### config.mk
export PLATFORM = sky130hd
export DESIGN_NAME = wb_bitmap_loader
export DESIGN_NICKNAME = d
export VERILOG_FILES = /design/src/rtl/wb_bitmap_loader.sv
export SDC_FILE = /design/constraint.sdc
export NUM_CORES = 2
export LEC_CHECK = 0
export ABC_AREA = 1
export CAP_MARGIN = 20
export CORE_AREA = 2 2 647 649
export DETAILED_ROUTE_END_ITERATION = 10
export DIE_AREA = 0 0 649 651
export GPL_TIMING_DRIVEN = 0
export HOLD_SLACK_MARGIN = 0.06
export SLEW_MARGIN = 20
export SYNTH_ARGS = -nofsm -noshare
export SYNTH_HDL_FRONTEND = slang
export SYNTH_SLANG_ARGS = --single-unit
export TNS_END_PERCENT = 10
### constraint.sdc
create_clock -name clk -period 2.8 [get_ports clk]
set_input_delay 0.84 -clock clk [delete_from_list [all_inputs] [get_ports clk]]
set_output_delay 0.84 -clock clk [all_outputs]
set_load 0.01 [all_outputs]
### src/rtl/wb_bitmap_loader.sv
// Writeback-end unit: registers scalar results onto the register-file write port and
// sequences LDB as BM_WORDS consecutive 16-bit reads assembled into one bitmap commit.
module wb_bitmap_loader #(
  parameter int BM_WORDS = 96
) (
  input  logic                     clk,
  input  logic                     rst,
  input  logic                     in_valid,
  input  logic                     in_reg_write,
  input  logic [3:0]               in_reg_addr,
  input  logic [15:0]              in_reg_data,
  input  logic                     in_ldb,
  input  logic [1:0]               in_bm_addr,
  input  logic [15:0]              in_mem_base,
  output logic                     mem_en,
  output logic [15:0]              mem_addr,
  input  logic [15:0]              mem_rdata,
  output logic                     write_reg_en,
  output logic [3:0]               write_reg_addr,
  output logic [15:0]              write_reg_data,
  output logic                     write_bm_en,
  output logic [1:0]               write_bm_addr,
  output logic [BM_WORDS*16-1:0]   write_bm_data,
  output logic                     stall
);

  localparam int IW = $clog2(BM_WORDS + 1);
  localparam logic [IW-1:0] ZERO_IDX = {IW{1'b0}};
  localparam logic [IW-1:0] ONE_IDX  = {{(IW-1){1'b0}}, 1'b1};
  localparam logic [IW-1:0] LAST_IDX = IW'(BM_WORDS - 1);

  typedef enum logic [1:0] {
    IDLE   = 2'd0,
    FETCH  = 2'd1,
    DRAIN  = 2'd2,
    COMMIT = 2'd3
  } state_t;

  state_t                  state_r;
  logic [IW-1:0]           i_r;
  logic                    mem_en_r;
  logic [15:0]             mem_addr_r;
  logic                    write_reg_en_r;
  logic [3:0]              write_reg_addr_r;
  logic [15:0]             write_reg_data_r;
  logic                    write_bm_en_r;
  logic [1:0]              write_bm_addr_r;
  logic [BM_WORDS*16-1:0]  write_bm_data_r;
  logic [IW-1:0]           word_idx_s;
  logic [IW+3:0]           bit_base_s;

  assign mem_en         = mem_en_r;
  assign mem_addr       = mem_addr_r;
  assign write_reg_en   = write_reg_en_r;
  assign write_reg_addr = write_reg_addr_r;
  assign write_reg_data = write_reg_data_r;
  assign write_bm_en    = write_bm_en_r;
  assign write_bm_addr  = write_bm_addr_r;
  assign write_bm_data  = write_bm_data_r;

  // Stall decode and the bit offset of the word arriving this cycle (read issued last cycle).
  always_comb begin
    stall      = 1'b0;
    word_idx_s = i_r - ONE_IDX;
    bit_base_s = {word_idx_s, 4'b0000};
    case (state_r)
      IDLE:    stall = in_valid && in_ldb;
      FETCH:   stall = 1'b1;
      DRAIN:   stall = 1'b1;
      COMMIT:  stall = 1'b0;
      default: stall = 1'b0;
    endcase
  end

  // Control FSM with all outputs registered; COMMIT accepts a new instruction like IDLE.
  always_ff @(posedge clk) begin
    if (rst) begin
      state_r          <= IDLE;
      i_r              <= ZERO_IDX;
      mem_en_r         <= 1'b0;
      mem_addr_r       <= 16'h0000;
      write_reg_en_r   <= 1'b0;
      write_reg_addr_r <= 4'h0;
      write_reg_data_r <= 16'h0000;
      write_bm_en_r    <= 1'b0;
      write_bm_addr_r  <= 2'b00;
      write_bm_data_r  <= {(BM_WORDS*16){1'b0}};
    end else begin
      case (state_r)
        IDLE, COMMIT: begin
          write_bm_en_r <= 1'b0;
          if (in_valid && in_ldb) begin
            write_bm_addr_r <= in_bm_addr;
            mem_addr_r      <= in_mem_base;
            mem_en_r        <= 1'b1;
            i_r             <= ZERO_IDX;
            write_reg_en_r  <= 1'b0;
            state_r         <= FETCH;
          end else if (in_valid && in_reg_write) begin
            write_reg_en_r   <= 1'b1;
            write_reg_addr_r <= in_reg_addr;
            write_reg_data_r <= in_reg_data;
            state_r          <= IDLE;
          end else begin
            write_reg_en_r <= 1'b0;
            state_r        <= IDLE;
          end
        end
        FETCH: begin
          write_reg_en_r <= 1'b0;
          if (i_r != ZERO_IDX) begin
            write_bm_data_r[bit_base_s +: 16] <= mem_rdata;
          end else begin
            write_bm_data_r <= write_bm_data_r;
          end
          // The address counter wraps modulo 2^16 by its own width.
          if (i_r == LAST_IDX) begin
            mem_en_r   <= 1'b0;
            mem_addr_r <= 16'h0000;
            state_r    <= DRAIN;
          end else begin
            mem_addr_r <= mem_addr_r + 16'h0001;
            state_r    <= FETCH;
          end
          i_r <= i_r + ONE_IDX;
        end
        DRAIN: begin
          write_bm_data_r[bit_base_s +: 16] <= mem_rdata;
          write_bm_en_r <= 1'b1;
          i_r           <= ZERO_IDX;
          state_r       <= COMMIT;
        end
        default: begin
          state_r <= IDLE;
        end
      endcase
    end
  end

endmodule

==> metrics.txt <==
max_cap viols 0; outcome complete, but fails checks; clock sink count 1586; Horiz. Die Dim about 650 um; Max Slew Vio Count 0; CTS Buf Count 199; area leader, netlist dfxtp_1; Starting Density ~15%; Clk Latency, worst-skew pair 0.97 ns; HP Class in2reg; WP data required 3.65 ns; reg2reg end write_bm_data[116]; Die H 651 um; Worst VDD drop between 0.5 and 0.6 mV; r2r setup slk -0.18 ns; worst-margin pin slew 1.16 ns; setup violators final 763; Combinational Power Share 14.6%; Row Count ~240; Reg power frac 38.9%; Total Power 58.3 mW; Clk pwr share 46.5%; number of global-route vias before repair 66800; Global Route Usage Sum 25.5%; Fill cells 45300; Synth Cell Area 63400 um2; number of DRC markers in iteration 0 between 7000 and 8000; share of the yosys chip area belonging to registers 50.1%; initial antenna violation count 53; Max Buffers Root-to-Sink 4; Setup WS pre-CTS -2.66 ns; total net switching power between 15 and 20 mW; worst relative slew slack 22.8%; Setup crit end kind flop; routed via count 73300; GPL Wtd Cong around 0.96; Critical path origin i_r[1]; num ports 1637; largest net degree at the start of global routing 18; TritonCTS clock tree done; synthesized flop and latch total approximately 1600; final hold vios 0; final clock skew 0.115 ns; share of cells above drive strength 1 17.6%; switch share a little under a third; YS warnings 0; drc violations 0; worst flop-to-flop path startpoint i_r[1]; Synth top area share 50.1%; Reg2Reg Depth 15; Yosys cell types 38; layout net count 11400; Layout Area Growth over Synthesis 66.2%; Post-DRT Antenna Nets 0; Post-synth top flop dfxtp_1; Post-DP Area about 90000 um2; hold_buf cts 0; first-pass GRT wire length between 700 and 800 mm; post-layout util 25.3%; Root Buffer clkbuf_16; Final WS setup -0.182 ns; asr flop ratio synth 0%; failing checks negative setup slack; DR vias/cell around 4.3; syn nets 9092; critical path endpoint write_bm_data[116]; Final min period 2.98 ns; core box area 415000 um2; most common cell in the netlist nor2_1; routed wire length per instance 33.4 um; Post-synth EDFFs 0; PwrDens 554 nW/um2; clk slew on worst S/H paths 0.06 ns; crit path kind reg2reg; Port Buffers roughly 1600; Remaining Overflow, GRT 0; RSZ-0062 raised after global routing true; P_leak 41.6 nW; Final Instance Area 105000 um2; Peak Freq 335 MHz; Syn Area/Cell 7.02 um2; Post-DP HPWL 464 mm; Synth area leaders dfxtp_1 50%, nor2_1 15%, nand2_1 8.6%; cell-internal power 40.5 mW; CTS H-tree depth 4; fin crit share 106%; Crit path arrival time 3.83 ns; Post-synth top cells 2455 x nor2_1, 1586 x dfxtp_1, 1451 x nand2_1, 797 x o21ai_0, 640 x inv_1; Post-Syn Instances 9021; Critical Path Fanout Max 7; Total Routed Length 567 mm; Pre-antenna DRT Iters 6; DIE AREA approximately 420000 um2; Critical Path Source Type flop
## area by class of cell
type                       instances  area [um2]  area share, %
timing repair buffer            2077       22300           21.2
sequential                      1586       31800           30.2
tap                             5497        6880           6.53
multi-input combinational       6138       30000           28.5
antenna                           37        92.6         0.0880
clock buffer                     278        5730           5.44
inverter                         692        2920           2.77
clock inverter                    76         935          0.888
buffer                           600        4680           4.44
## how the worst min path moves through the flow
stage | from | endpoint | slack (ns) | cells past startpoint
after floorplan | write_bm_data[1041] | write_bm_data[1041] | 0.46 | 2
final | mem_rdata[0] | write_bm_data[1408] | 0.39 | 4
after global placement | write_bm_data[1040] | write_bm_data[1040] | 0.43 | 2
after global routing | mem_rdata[0] | write_bm_data[1408] | 0.34 | 4
after detailed placement | write_bm_data[1040] | write_bm_data[1040] | 0.43 | 2
after CTS | mem_rdata[3] | write_bm_data[67] | 0.29 | 3
## state kept, by name, summed over array words and instances, names as in the netlist
register        flops
mem_en              1
write_bm_addr       2
write_reg_addr      4
state_r             2
mem_addr           16
write_bm_data    1536
i_r                 7
write_reg_en        1
write_reg_data     16
write_bm_en         1
## stage by stage
step / std cells / setup TNS [ns] / hold slack, ns
floorplan: 9021 / 0 / 0.465
detailed placement: 16300 / -2551.17 / 0.433
finish: 17000 / -30.27 / 0.390
global route: 17000 / -139.01 / 0.341
global placement: 16100 / -4294.60 / 0.430
CTS: 16800 / -89.82 / 0.287
## critical path, cell delays in order (launching register included)
cell and delay, ns:
dfxtp_4 0.36, buf_4 0.14, nor2_4 0.13, nand2_1 0.09, nand2_2 0.11, nand2_4 0.09
nand2_4 0.13, nand2_4 0.11, nor2_4 0.23, buf_4 0.24, nand2_1 0.22, nor2_1 0.53
nand2_1 0.09, nor2_1 0.13, o21ai_2 0.12, nor2_1 0.12
## cells by family after synthesis
kind of cell / synth area share, %
and+or+nand+nor: 29.6
DFF: 50.1
AOI/OAI and AO/OA: 11.8
buffers and inverters: 8.29
adders and majority gates: 0.237
xor gates and xnor gates: 0.0277
## cells in the final DEF, fill, tap and decap left out, drive strengths merged, types with 2 or more instances in the layout
| cell type | n |
|---|---|
| a211oi | 2 |
| a21oi | 631 |
| a221oi | 6 |
| buf | 719 |
| bufbuf | 3 |
| bufinv | 14 |
| clkbuf | 611 |
| clkdlybuf4s15 | 11 |
| clkdlybuf4s50 | 1464 |
| clkinv | 45 |
| clkinvlp | 57 |
| dfxtp | 1586 |
| diode | 37 |
| dlygate4sd2 | 135 |
| dlymetal6s2s | 12 |
| ha | 12 |
| inv | 652 |
| nand2 | 1500 |
| nand3 | 576 |
| nand3b | 5 |
| nand4 | 7 |
| nor2 | 2497 |
| nor3 | 58 |
| o21ai | 835 |
| or2 | 2 |
| xor2 | 2 |
## routing by layer
| layer | global-route usage, % | share of wire, % | vias to the layer above | routed length, um |
|---|---|---|---|---|
| met2 | 42.7 | 47 | 3914 | 264000 |
| met3 | 8.67 | 9.5 | 981 | 53800 |
| met4 | 14.6 | 7.0 | 2 | 39800 |
| met5 | 0 | 0.0023 | - | 13 |
| li1 | - | - | 33100 | - |
| met1 | 28.1 | 37 | 35300 | 210000 |
## power groups by stage
stage | sequential (mW) | clock [mW] | combinational [mW]
after floorplan | 23.2 | 0 | 2.06
after global placement | 23.2 | 0 | 5.99
after detailed placement | 23.2 | 0 | 6.45
after CTS | 22.7 | 27.5 | 7.98
after global routing | 22.7 | 28.3 | 8.66
final | 22.7 | 27.1 | 8.50
## what timing repair did
action / CTS / global route
resized for setup: 1308 / 728
endpoints found under the setup margin: 2140 / 1882
hold endpoints to repair: 0 / 0
pin swaps: 100 / 95
setup buffers: 200 / 115
gates cloned: 15 / 16
Note: power is estimated with default switching activity, not from simulation.
